`config.mk`:
```
export PLATFORM = sky130hd
export DESIGN_NAME = alu_op_sequencer
export DESIGN_NICKNAME = d
export VERILOG_FILES = /design/src/rtl/alu_pkg.sv /design/src/rtl/alu_cmd_decode.sv /design/src/rtl/alu_op_sequencer.sv
export SDC_FILE = /design/constraint.sdc
export NUM_CORES = 1
export LEC_CHECK = 0
export ABC_AREA = 0
export BUFFER_PORTS_ARGS = -buffer_cell sky130_fd_sc_hd__buf_2
export CAP_MARGIN = 20
export CORE_ASPECT_RATIO = 0.9
export CORE_UTILIZATION = 35
export DETAILED_ROUTE_END_ITERATION = 8
export PLACE_DENSITY_LB_ADDON = 0.3
export SLEW_MARGIN = 15
export SYNTH_ARGS = -nofsm -noshare
export SYNTH_HDL_FRONTEND = slang
export SYNTH_SLANG_ARGS = --single-unit
```
`constraint.sdc`:
```
create_clock -name clk -period 2.55 [get_ports clk]
set_clock_uncertainty 0.15 [all_clocks]
set_input_delay 0.3825 -clock clk [delete_from_list [all_inputs] [get_ports clk]]
set_output_delay 0.3825 -clock clk [all_outputs]
set_load 0.02 [all_outputs]
```
`src/rtl/alu_pkg.sv`:
```
// Shared definitions for the ALU command sequencer: ALU mode and opcode
// encodings plus the sequencer state type.
package alu_pkg;

   // ALU mode select
   localparam logic MODE_ARITH = 1'b0;
   localparam logic MODE_LOGIC = 1'b1;

   // Arithmetic-mode opcodes
   localparam logic [2:0] OP_ADD  = 3'b000;
   localparam logic [2:0] OP_SBB  = 3'b001;
   localparam logic [2:0] OP_MOV  = 3'b010;
   localparam logic [2:0] OP_SUB  = 3'b011;
   localparam logic [2:0] OP_INC  = 3'b100;
   localparam logic [2:0] OP_DEC  = 3'b101;
   localparam logic [2:0] OP_ADDI = 3'b110;

   // Logic-mode opcodes
   localparam logic [2:0] OP_AND  = 3'b000;
   localparam logic [2:0] OP_OR   = 3'b001;
   localparam logic [2:0] OP_XOR  = 3'b010;
   localparam logic [2:0] OP_NOT  = 3'b011;
   localparam logic [2:0] OP_SHL  = 3'b101;

   // Sequencer states
   typedef enum logic [1:0] {
      IDLE   = 2'd0,
      SETTLE = 2'd1,
      RESP   = 2'd2
   } seq_state_t;

endpackage

```
`src/rtl/alu_cmd_decode.sv`:
```
// Combinational legality check of a {mode, opsel} command pair.
module alu_cmd_decode (
   input  logic       mode,
   input  logic [2:0] opsel,
   output logic       legal
);
   import alu_pkg::*;

   // Flag the opcodes the downstream ALU actually implements
   always_comb begin
      // NOTE: default assigned first so every path drives legal and no latch is inferred.
      legal = 1'b0;
      if (mode == MODE_ARITH) begin
         case (opsel)
            OP_ADD, OP_SBB, OP_MOV, OP_SUB,
            OP_INC, OP_DEC, OP_ADDI: legal = 1'b1;
            default:                 legal = 1'b0;
         endcase
      end else begin
         case (opsel)
            OP_AND, OP_OR, OP_XOR,
            OP_NOT, OP_SHL:          legal = 1'b1;
            default:                 legal = 1'b0;
         endcase
      end
   end

endmodule

```
`src/rtl/alu_op_sequencer.sv`:
```
// Command front-end for the combinational ALU: accepts one operation,
// drives registered operands, waits a settle window, captures the result
// with flags and hands it out over a valid/ready response port.
module alu_op_sequencer #(
   parameter int WIDTH         = 32,
   parameter int SETTLE_CYCLES = 1,
   parameter int CNT_W         = 16
) (
   input  logic             clk,
   input  logic             rst_n,
   input  logic             cmd_valid,
   output logic             cmd_ready,
   input  logic [WIDTH-1:0] cmd_a,
   input  logic [WIDTH-1:0] cmd_b,
   input  logic             cmd_cin,
   input  logic             cmd_mode,
   input  logic [2:0]       cmd_opsel,
   input  logic             cmd_chain,
   output logic [WIDTH-1:0] alu_a,
   output logic [WIDTH-1:0] alu_b,
   output logic             alu_cin,
   output logic             alu_mode,
   output logic [2:0]       alu_opsel,
   input  logic [WIDTH-1:0] alu_output1,
   input  logic             alu_cout,
   output logic             rsp_valid,
   input  logic             rsp_ready,
   output logic [WIDTH-1:0] rsp_data,
   output logic             rsp_cout,
   output logic             rsp_zero,
   output logic             rsp_neg,
   output logic             rsp_err,
   output logic [CNT_W-1:0] op_count
);
   import alu_pkg::*;

   // Settle counter is 4 bits wide, enough for a window of up to 15 clocks
   localparam logic [3:0] SETTLE_INIT = 4'(SETTLE_CYCLES);

   seq_state_t       state;
   logic [3:0]       cnt;
   logic [WIDTH-1:0] last_result;
   logic             cmd_legal;

   alu_cmd_decode u_decode (
      .mode  (cmd_mode),
      .opsel (cmd_opsel),
      .legal (cmd_legal)
   );

   // Handshake flags come straight from the state register
   assign cmd_ready = (state == IDLE);
   assign rsp_valid = (state == RESP);

   // Sequencer: accept, settle, capture, then hold the response until taken
   always_ff @(posedge clk or negedge rst_n) begin
      if (!rst_n) begin
         // NOTE: non-blocking assignments throughout so every register updates from pre-edge values.
         state       <= IDLE;
         cnt         <= '0;
         last_result <= '0;
         alu_a       <= '0;
         alu_b       <= '0;
         alu_cin     <= 1'b0;
         alu_mode    <= 1'b0;
         alu_opsel   <= '0;
         rsp_data    <= '0;
         rsp_cout    <= 1'b0;
         rsp_zero    <= 1'b0;
         rsp_neg     <= 1'b0;
         rsp_err     <= 1'b0;
         op_count    <= '0;
      end else begin
         case (state)
            IDLE: begin
               if (cmd_valid) begin
                  if (cmd_legal) begin
                     alu_a     <= cmd_chain ? last_result : cmd_a;
                     alu_b     <= cmd_b;
                     alu_cin   <= cmd_cin;
                     alu_mode  <= cmd_mode;
                     alu_opsel <= cmd_opsel;
                     cnt       <= SETTLE_INIT;
                     state     <= SETTLE;
                  end else begin
                     // Illegal opcode: leave the ALU drive untouched, report an error
                     rsp_data  <= '0;
                     rsp_cout  <= 1'b0;
                     rsp_zero  <= 1'b0;
                     rsp_neg   <= 1'b0;
                     rsp_err   <= 1'b1;
                     state     <= RESP;
                  end
               end
            end
            SETTLE: begin
               if (cnt == 4'd1) begin
                  rsp_data    <= alu_output1;
                  rsp_cout    <= alu_mode ? 1'b0 : alu_cout;
                  rsp_zero    <= (alu_output1 == '0);
                  rsp_neg     <= alu_output1[WIDTH-1];
                  rsp_err     <= 1'b0;
                  last_result <= alu_output1;
                  cnt         <= '0;
                  state       <= RESP;
               end else begin
                  cnt <= cnt - 4'd1;
               end
            end
            RESP: begin
               if (rsp_ready) begin
                  op_count <= op_count + CNT_W'(1);
                  state    <= IDLE;
               end
            end
            default: state <= IDLE;
         endcase
      end
   end

endmodule
```
Word-level counts from Yosys, hierarchy flattened
Index checks and enable logic that the tools add are counted.

operators by class
  eq/ne operators = 14
  order comparisons = 0
  reduce and logical (&&, ||, !) cells = 12
  mux-type cells = 30
  multiply operators = 0
  bitwise logic cells = 0
  shift-type cells = 0
  divide/modulo/power cells = 0
  $add $sub $neg = 2

operators by type and width
  operator               number
  $mux 32                4
  $pmux 32 s2            1
  $logic_not 32->1       1
  $add 16x1->16 const B  1
  $mux 1                 12
  $mux 4                 3
  $eq 3x3->1 const B     3
  $reduce_and 3->1       3
  $mux 2                 4
  $pmux 1 s2             4
  $pmux 4 s2             1
  $reduce_or 7->1        1
  $eq 3x2->1 const B     2
  $ne 2x2->1 const B     3
  $pmux 2 s3             1
  $reduce_or 5->1        1
  $eq 4x1->1 const B     1
  $ne 2x1->1 const B     2
  $reduce_and 2->1       2
  $reduce_and 4->1       1
  $sub 4x1->4 const B    1
  $eq 3x1->1 const B     1
  $logic_not 3->1        1
  $eq 2x1->1 const B     1
  3 further kinds        3

word-level totals
  RAM bits = 0
  memories = 0
  ROM bits = 0
  output and inout port bits = 123
  logic and storage cells = 72
  flip-flop bits (word level) = 159
  bits in latches = 0
  input bits = 107

Logic depth before layout (Yosys ltp)
Gate-level depths: netlist of the first run.

  word-level depth = 7
  gate-level depth with buffers = 7
  mapped depth without buffers = 6

By module
From an unflattened synthesis of the first run, not the netlist that was laid out.

second synthesis, totals
  cell total of the unflattened synthesis = 470
  area, all modules = 6542.5 um^2

modules (own cells, without submodules)
  module            cells each  sequential area each (um^2)  area each (um^2)  times used
  alu_op_sequencer  468         3953.8                       6527.5            1
  alu_cmd_decode    2           0.0                          15.0              1

Worst setup path before layout of the first run
OpenSTA, ideal clock, no wires.

  path kind = reg2reg
  start point = register cnt[1]
  end point = register last_result[10]
  stages on the path, launching flop included = 8
  data required time = 2.275 ns
  library setup time = 0.125 ns
  data arrival time = 1.674 ns
  slack = 0.601 ns
  period minus slack after synthesis = 1.949 ns
  path buffers = 2
  path through = dfrtp_1 > inv_1 > ha_1 > or3b_4 > nor2_4 > buf_6 > buf_6 > mux2_2

between the ends
  cells in the longest elaborated chain, start to end = 2

RTL lines
  element                     line                     text
  start: declaration          alu_op_sequencer.sv:41   logic [3:0] cnt;
  start signal: assignment    alu_op_sequencer.sv:107  cnt <= cnt - 4'd1;
  $eq 4x1->1                  alu_op_sequencer.sv:97   if (cnt == 4'd1) begin
  $reduce_and 2->1 (no line)  n/a
  end signal: assignment      alu_op_sequencer.sv:103  last_result <= alu_output1;
  end: declaration            alu_op_sequencer.sv:42   logic [WIDTH-1:0] last_result;

No other way between the ends.
A chain may end at the register's enable or synchronous reset.

Worst setup path in the final report of the first run
  start point = register cnt[1]
  end point = register last_result[19]

The elaborated chain is that of the path after synthesis.

==> results of run 1 <==
cells by family (layout without fill, tap and decap cells):
kind of cell	after synthesis	count (layout)	share of synthesized area
and+or+nand+nor	84	84	0.0691
buffers and inverters	31	276	0.0368
AOI/OAI and AO/OA	76	76	0.0828
xor gates and xnor gates	16	16	0.0216
adders and majority gates	3	3	0.00578
muxes	105	105	0.176
DFF	158	158	0.608
state kept, by name, summed over array words and instances (netlist names):
signal / cells
alu_mode: 1
rsp_data: 32
rsp_cout: 1
alu_opsel: 3
cnt: 4
alu_cin: 1
rsp_zero: 1
last_result: 32
alu_a: 32
rsp_err: 1
alu_b: 32
state: 2
op_count: 16
worst max-delay path: cells and delay by family (launching register included):
| kind | cells | cell delay, ns |
|---|---|---|
| adder cells (fa/ha/maj) | 1 | 0.14 |
| buffers and inverters | 2 | 0.40 |
| flip-flops | 1 | 0.40 |
| multiplexers | 1 | 0.38 |
| AND/OR/NAND/NOR | 2 | 0.55 |
area by class of cell:
class	count	area [µm²]
clock buffers	21	460
flip-flops and latches	158	3950
repair buffers	241	1300
clock inverters	10	90.1
inverters	4	15.0
multi-input cells	284	2310
well taps	240	300
fillers	1607	9470
where the power goes:
group	switching [mW]	internal, mW	total, mW
Sequential	0.675	3.63	4.30
Clock	0.991	1.39	2.38
Combinational	2.46	1.84	4.31
Total	4.13	6.86	11.0
how the worst max path moves through the flow:
stage | from | end | cells past startpoint
2_1_floorplan | cnt[1]$_DFFE_PN0P_ | last_result[10]$_DFFE_PN0P_ | 7
3_3_place_gp | cnt[1]$_DFFE_PN0P_ | last_result[11]$_DFFE_PN0P_ | 6
3_5_place_dp | cnt[1]$_DFFE_PN0P_ | last_result[10]$_DFFE_PN0P_ | 6
4_1_cts | cnt[1]$_DFFE_PN0P_ | last_result[10]$_DFFE_PN0P_ | 6
5_1_grt | cnt[1]$_DFFE_PN0P_ | last_result[13]$_DFFE_PN0P_ | 6
6_report | cnt[1]$_DFFE_PN0P_ | last_result[19]$_DFFE_PN0P_ | 6
layer usage:
layer	global-route usage	up-vias	wire [µm]
met1	0.221	2245	7050
met5	0	-	0
met4	0.0415	0	143
met3	0.0545	8	1050
met2	0.275	175	7360
li1	-	2165	-
what timing repair did:
| action | CTS | global route |
|---|---|---|
| hold endpoints to repair | 46 | 0 |
| hold buffers | 2 | 0 |
| setup endpoints to repair | 0 | 0 |
Yosys cell counts (all sizes together) (2+ instances only):
library cell / n
xor2: 6
clkbuf: 3
mux2: 73
and3: 2
ha: 3
a22o: 33
nand2: 8
dfrtp: 158
nand3: 7
buf: 24
nor3b: 2
nor2: 41
or2: 2
o21ai: 5
xnor2: 10
mux2i: 32
a21oi: 33
nand3b: 2
nand4: 4
inv: 4
nor4: 10
stage by stage:
stage / power, mW / instance area (µm²)
6_report: 11.0 / 8430
5_1_grt: 11.7 / 8430
4_1_cts: 11.1 / 8430
3_5_place_dp: 8.70 / 7860
3_3_place_gp: 8.51 / 7860
2_1_floorplan: 7.26 / 6500
==> flow_summary.ini, run 1 <==
[timing]
slew_headroom = 0.658
clock.fmax_mhz = 463
final-setup-viol-count = 0
tightest_slew_ns = 0.513
report.final.slew_viol_count = 0
hold_ws_ns = 0.0332
layout_setup_ws_ns = 0.391
setup_tns_ns = 0
rsz0062_at_grt = no
period_minus_slack_ns = 2.16
hold_viol = 0
finalCritPeriodShare = 0.847

[setup_path]
path_cells = inv_1 -> ha_1 -> or3b_4 -> nor2_4 -> buf_12 -> mux2_2
r2r_slack_ns = 0.39
crit_arrival_ns = 2.31
worstReg2RegStart = cnt[1]$_DFFE_PN0P_
required_ns = 2.70
critPathMaxStageDelay_ns = 0.40
r2r-end = last_result[19]$_DFFE_PN0P_
crit_fanout = 64
crit_path_end_kind = flip-flop
cp_slowest_cell = dfrtp_1
start_kind = flip-flop
r2r_cells = 6
setup.worst_path.class = flip-flop to flip-flop

[global_routing]
grt_max_degree = 65
antenna_found_initial = 0
grt_pass1_vias = 4904
overflow = 0
grt_pass1_wl_mm = 25.7
track_usage = 0.170

[pwr]
power_density_nw_per_um2 = 1300
vdd_ir_drop_max_mv = 0.551
leakagePower_nw = 4.15

[worst_hold_path]
hp-start = cmd_b[26]
hp-class = input port to flip-flop
whs_path_depth = 2
min_to = alu_b[26]$_DFFE_PN0P_

[placement]
hpwl_mm = 11.3
io_buffers = 229
place_inst = 925
globalplace.congestion = 0.835
dp_slack_ns = 0.400

[die]
placementRows = 46
die_h_um = 131
initial_core_util = 0.363
ioPinCount = 230
die_w_um = 146
die_area_um2 = 19100
core_um2 = 17900

[layout]
final_cells = 958
mostFrequentLayoutCells = 228 x buf_2, 158 x dfrtp_1, 59 x mux2_2
layout_commonest_cell = buf_2
postLayoutCoreUtil = 0.471
fin_nets = 816
diodes = 0
syn2layout_area_growth_pct = 29.7
drive_above_1_share = 0.469

[detailed_routing]
viasPerCell = 4.79
vias = 4593
drtAntennaViolNets = 0
routed_wirelength_mm = 15.6
drc = 0
drt_iter0_markers = 189
drtPass1Iterations = 7
wl_per_cell_um = 16.3

[yosys]
ys_seq_area_frac = 0.608
syn_nets = 583
synthArstFlopShare = 1.00
synthCells = 473
ys_warn_count = 0
synthDistinctLibCells = 40
ys.flop_type = dfrtp_1
synth_edf_count = 0
synth_area_leaders = dfrtp_1 61%, mux2_2 10%, mux2i_1 4.9%, a22o_1 4.4%, a21oi_1 2.5%
synth_seq_cells = 158
syn_area_per_cell_um2 = 13.7
synth_area_um2 = 6500
yosysTopAreaCellShare = 0.608
post-synth-top-area-cell = dfrtp_1

[outcome]
run_status = finished clean

[job]
maxCapViolCount = 0

[clocking]
post_cts_buffers = 0
tritoncts = built
post_cts_resized = 0
numCtsBuffers = 17
clockBufferDepth = 2
cts.clk_slew.worst_paths_ns = 0.06
cts-root-buf = clkbuf_16
clk_latency_ns = 0.42
cts.sinks = 158
cts-htree-levels = 4
(Power assumes the default switching activity.)
==> inputs of run 2 (changes only) <==
--- a/config.mk
+++ b/config.mk
@@ -5,7 +5,7 @@
 export SDC_FILE = /design/constraint.sdc
 export NUM_CORES = 1
 export LEC_CHECK = 0
-export ABC_AREA = 0
+export ABC_AREA = 1
 export BUFFER_PORTS_ARGS = -buffer_cell sky130_fd_sc_hd__buf_2
 export CAP_MARGIN = 20
 export CORE_ASPECT_RATIO = 0.9
==> constraint.sdc (replaced) <==
create_clock -name clk -period 2.1 [get_ports clk]
set_clock_uncertainty 0.15 [all_clocks]
set_input_delay 0.315 -clock clk [delete_from_list [all_inputs] [get_ports clk]]
set_output_delay 0.315 -clock clk [all_outputs]
set_load 0.02 [all_outputs]
==> flow_summary.ini, run 2 <==
[outcome]
run_status = finished clean

[timing]
finalCritPeriodShare = 0.843
report.final.slew_viol_count = 0
hold_viol = 0
slew_headroom = 0.696
final-setup-viol-count = 0
setup_tns_ns = 0
clock.fmax_mhz = 565
period_minus_slack_ns = 1.77
rsz0062_at_grt = no
tightest_slew_ns = 0.455

[yosys]
ys_top_cells_by_count = 320 x nand2_1, 158 x dfrtp_1, 101 x o21ai_0
syn_area_per_cell_um2 = 8.72
syn_nets = 870
synthArstFlopShare = 1.00
post-synth-top-area-cell = dfrtp_1
synthCells = 760
synth_edf_count = 0
synthDistinctLibCells = 29
yosysTopAreaCellShare = 0.597
ys.flop_type = dfrtp_1
ys_seq_area_frac = 0.597
synth_seq_cells = 158
synth.most_common_cell = nand2_1
ys_warn_count = 0
synth_area_um2 = 6630
synth_area_leaders = dfrtp_1 60%, nand2_1 18%, o21ai_0 7.6%, inv_1 3.1%, nor2_1 2.0%

[detailed_routing]
viasPerCell = 4.46
dr_wl_met2_mm = 8.53
routed_wirelength_mm = 18.1
top_layer = met4
wl_per_cell_um = 13.8
wl_met1_mm = 8.30
vias = 5870
drc = 0
drt_iter0_markers = 289
route.met3.wl_um = 866
drtAntennaViolNets = 0
drtPass1Iterations = 5

[layout]
drive_above_1_share = 0.269
layout_commonest_cell = nand2_1
diodes = 0
postLayoutCoreUtil = 0.507
final_cells = 1316
syn2layout_area_growth_pct = 41.3
mostFrequentLayoutCells = 320 x nand2_1, 228 x buf_2, 158 x dfrtp_1
fillerInstances = 1775
fin_nets = 1168

[die]
initial_core_util = 0.359
die_area_um2 = 19500
ioPinCount = 230
die_w_um = 147
die_h_um = 133
core_um2 = 18500
placementRows = 47

[clocking]
tritoncts = built
cts.clk_slew.worst_paths_ns = 0.06
cts-root-buf = clkbuf_16
clk_latency_ns = 0.42
numCtsBuffers = 17
clockBufferDepth = 2
cts.sinks = 158
post_cts_resized = 0
cts-htree-levels = 4

[setup_path]
worstReg2RegStart = cnt[1]$_DFFE_PN0P_
critPathBufInv = 2
setup.worst_path.class = flip-flop to output port
start_kind = flip-flop
crit_fanout = 6
crit_start = state[1]$_DFFE_PN0P_
cp_slowest_cell = dfrtp_1
critPathMaxStageDelay_ns = 0.51
required_ns = 1.63
crit_arrival_ns = 1.31
crit_path_end_kind = output port
r2r-end = rsp_err$_DFFE_PN0P_
r2r_slack_ns = 0.36
r2r_cells = 8
path_cells = inv_1 -> nor2_1 -> buf_2
path_delay_family = flip-flops

[placement]
io_buffers = 229
hpwl_mm = 12.4
place_inst = 1216
globalplace.congestion = 0.806

[worst_hold_path]
hp-class = input port to flip-flop
whs_path_depth = 3
hp-start = cmd_mode
min_to = alu_mode$_DFFE_PN0P_

[global_routing]
track_usage = 0.193
grt_pass1_wl_mm = 29.7
overflow = 0
antenna_found_initial = 0
grt_max_degree = 46
grt_pass1_vias = 5806

[job]
maxCapViolCount = 0

[pwr]
power_density_nw_per_um2 = 1410
leakagePower_nw = 5.09
vdd_ir_drop_max_mv = 0.672
run 2: cell types whose count changed after synthesis, moves of 32 or more:
cell,previous run,this run
mux2i_1,32,0
a22o_1,33,0
inv_1,4,54
nand2_1,8,320
mux2_2,59,0
o21ai_0,5,101
run 2: per-layer routing:
metal | GRT usage | vias up
li1 | - | 2972
met1 | 0.251 | 2698
met2 | 0.311 | 168
met3 | 0.0517 | 32
met4 | 0.0682 | 0
met5 | 0 | -
run 2: final cells by class:
cell class | count | area (µm²) | area share
Clock buffer | 22 | 484 | 0.0517
Clock inverter | 10 | 78.8 | 0.00842
Inverter | 57 | 214 | 0.0229
Multi-Input combinational cell | 513 | 2270 | 0.243
Sequential cell | 158 | 3950 | 0.422
Tap cell | 245 | 307 | 0.0327
Timing Repair Buffer | 311 | 2050 | 0.219
run 2: repair_timing:
item	in CTS	in global routing
hold buffers	68	0
setup endpoints to repair	0	0
hold endpoints to repair	128	0
setup buffers	0	0
run 2: worst max-delay path by stage:
stage / endpoint / cells after the start
finish: rsp_valid / 3
global route: alu_a[24]$_DFFE_PN0P_ / 7
CTS: rsp_valid / 3
detailed placement: alu_a[20]$_DFFE_PN0P_ / 4
global placement: alu_a[20]$_DFFE_PN0P_ / 5
floorplan: rsp_data[10]$_DFFE_PN0P_ / 9
run 2: worst register-to-register path, cell delays in order (launching register included):
cell     delay (ns)
dfrtp_1        0.37
inv_1          0.11
ha_1           0.17
nand3_2        0.18
nand2_1        0.15
nand3_2        0.14
buf_12         0.21
nand2_1        0.07
o21ai_0        0.07
run 2: metrics by stage:
step                hold WS [ns]  setup WS, ns  area [µm²]  power, mW
floorplan                 -0.131         0.498        6630       8.27
finish                    0.0213         0.329        9360       13.2
global route              0.0123         0.207        9360       14.1
detailed placement         0.135         0.360        8120       10.2
CTS                      0.00379         0.298        9360       13.3
global placement           0.135         0.414        8120       10.0
run 2: where the power goes:
part	switching, mW	internal (mW)	leakage, nW	total [mW]
Clock	1.31	1.65	0.266	2.96
Combinational	3.41	1.75	2.82	5.16
Sequential	0.685	4.36	2.00	5.04
Total	5.40	7.76	5.09	13.2
run 2: cells by family (layout without fill, tap and decap cells):
kind of cell / after synthesis / count (layout) / share of synthesized area
AOI/OAI and AO/OA: 111 / 111 / 0.0842
DFF: 158 / 158 / 0.597
and+or+nand+nor: 388 / 388 / 0.238
adders and majority gates: 3 / 3 / 0.00567
xor gates and xnor gates: 11 / 11 / 0.0145
buffers and inverters: 89 / 400 / 0.0610
==> inputs of run 3 (changes only) <==
--- a/config.mk
+++ b/config.mk
@@ -5,7 +5,7 @@
 export SDC_FILE = /design/constraint.sdc
 export NUM_CORES = 1
 export LEC_CHECK = 0
-export ABC_AREA = 1
+export ABC_AREA = 0
 export BUFFER_PORTS_ARGS = -buffer_cell sky130_fd_sc_hd__buf_2
 export CAP_MARGIN = 20
 export CORE_ASPECT_RATIO = 0.9
==> constraint.sdc (replaced) <==
create_clock -name clk -period 1.7 [get_ports clk]
set_clock_uncertainty 0.15 [all_clocks]
set_input_delay 0.255 -clock clk [delete_from_list [all_inputs] [get_ports clk]]
set_output_delay 0.255 -clock clk [all_outputs]
set_load 0.02 [all_outputs]
==> flow_summary.ini, run 3 (synthesis gave the netlist of run 1 again) <==
[global_routing]
grt_pass1_vias = 5908
grt_use_met2 = 0.353
antenna_found_initial = 2
grt_use_met3 = 0.0556
grt_pass1_wl_mm = 31.8
top_usage_layer = met2
met1_usage = 0.275
overflow = 0
grt_max_degree = 43
track_usage = 0.213

[pwr]
vdd_ir_drop_max_mv = 0.924
leakagePower_nw = 5.33
p_total_mw = 20.3
power_density_nw_per_um2 = 1870

[setup_path]
crit_arrival_ns = 2.18
start_kind = flip-flop
worstReg2RegStart = cnt[1]$_DFFE_PN0P_
required_ns = 1.86
setup.worst_path.class = flip-flop to flip-flop
cp_slowest_cell = or3b_4
path_delay_family = simple AND/OR/NAND/NOR gates
crit_top_cell = buf_12
critPathBufInv = 3
crit_path_end_kind = flip-flop
path_cells = inv_2 -> ha_4 -> or3b_4 -> nor2_4 -> buf_12 -> buf_12 -> mux2_4
r2r_slack_ns = -0.32
r2r_cells = 7
critPathMaxStageDelay_ns = 0.39
crit_fanout = 7
r2r-end = last_result[7]$_DFFE_PN0P_

[timing]
rsz0062_at_grt = yes
setup_tns_ns = -23.74
final-setup-viol-count = 117
report.final.slew_viol_count = 0
layout_setup_ws_ns = -0.322
finalCritPeriodShare = 1.19
period_minus_slack_ns = 2.02
tightest_slew_ns = 0.446
hold_viol = 0
slew_headroom = 0.702
clock.fmax_mhz = 495

[die]
die_area_um2 = 19100
initial_core_util = 0.363
ioPinCount = 230
die_h_um = 131
placementRows = 46
core_um2 = 17900
die_w_um = 146

[detailed_routing]
vias = 5476
drt_iter0_markers = 265
viasPerCell = 4.86
drtPass1Iterations = 4
drc = 0
wl_per_cell_um = 18.0
drtAntennaViolNets = 0
routed_wirelength_mm = 20.3

[placement]
place_area_um2 = 8300
io_buffers = 229
dp_slack_ns = -0.362
hpwl_mm = 12.5
globalplace.congestion = 0.825

[layout]
multi_input_area_um2 = 2770
layout_commonest_cell = buf_2
fin_nets = 981
mostFrequentLayoutCells = 226 x buf_2, 157 x dfrtp_1, 94 x dlygate4sd3_1
final_cell_area_um2 = 10900
regArea_um2 = 3960
syn2layout_area_growth_pct = 67.3
fillerInstances = 1378
postLayoutCoreUtil = 0.607
drive_above_1_share = 0.521

[outcome]
violations = setup timing
run_status = finished with violations

[clocking]
cts.sinks = 158
clk_latency_ns = 0.42
cts-htree-levels = 4
clockBufferDepth = 2
numCtsBuffers = 17
tritoncts = built
cts-root-buf = clkbuf_16
cts.clk_slew.worst_paths_ns = 0.07

[worst_hold_path]
hp-class = input port to flip-flop
whs_path_depth = 3
hp-start = cmd_a[23]
min_to = alu_a[23]$_DFFE_PN0P_

[job]
maxCapViolCount = 0
-- run 3: worst max-delay path by stage --
stage	end	start	cells after the start
detailed placement	last_result[4]$_DFFE_PN0P_	cnt[1]$_DFFE_PN0P_	6
floorplan	last_result[10]$_DFFE_PN0P_	cnt[1]$_DFFE_PN0P_	7
global placement	last_result[17]$_DFFE_PN0P_	cnt[1]$_DFFE_PN0P_	6
global route	last_result[19]$_DFFE_PN0P_	cnt[1]$_DFFE_PN0P_	7
CTS	last_result[29]$_DFFE_PN0P_	cnt[1]$_DFFE_PN0P_	8
finish	last_result[7]$_DFFE_PN0P_	cnt[1]$_DFFE_PN0P_	7
-- run 3: cell type report --
| class | instances | area share |
|---|---|---|
| clock inverters | 14 | 0.0182 |
| inverters | 4 | 0.00161 |
| repair buffers | 406 | 0.295 |
| clock buffers | 18 | 0.0395 |
| diodes | 2 | 0.000460 |
| multi-input cells | 284 | 0.254 |
| well taps | 240 | 0.0276 |
| flip-flops and latches | 158 | 0.364 |
-- run 3: worst register-to-register path: cells and delay by family (launching register included) --
| kind | cells | cell delay, ns |
|---|---|---|
| and+or+nand+nor | 2 | 0.55 |
| buffers and inverters | 3 | 0.40 |
| DFF | 1 | 0.38 |
| muxes | 1 | 0.31 |
| adders and majority gates | 1 | 0.11 |
-- run 3: power by group --
part | switching (mW) | total [mW] | internal [mW]
clock | 1.68 | 4.05 | 2.37
combinational | 4.67 | 9.75 | 5.08
sequential | 1.08 | 6.52 | 5.45
-- run 3: per-layer routing --
metal | wire [µm] | vias up
li1 | - | 2511
met5 | 17 | -
met4 | 204 | 2
met2 | 9860 | 199
met1 | 8840 | 2746
met3 | 1340 | 18
-- run 3: per-stage QoR --
stage / hold WS (ns) / std cells
global placement: 0.0197 / 957
global route: 0.000423 / 1124
finish: 0.00739 / 1126
detailed placement: 0.0199 / 957
CTS: 0.000845 / 1114
floorplan: -0.191 / 473
-- run 3: what timing repair did --
action,4_1_cts,5_1_grt
pin swaps,6,11
hold endpoints to repair,283,0
buffers inserted,23,11
hold buffers,94,0
resized for setup,80,55
gates cloned,9,4
setup endpoints to repair,148,150
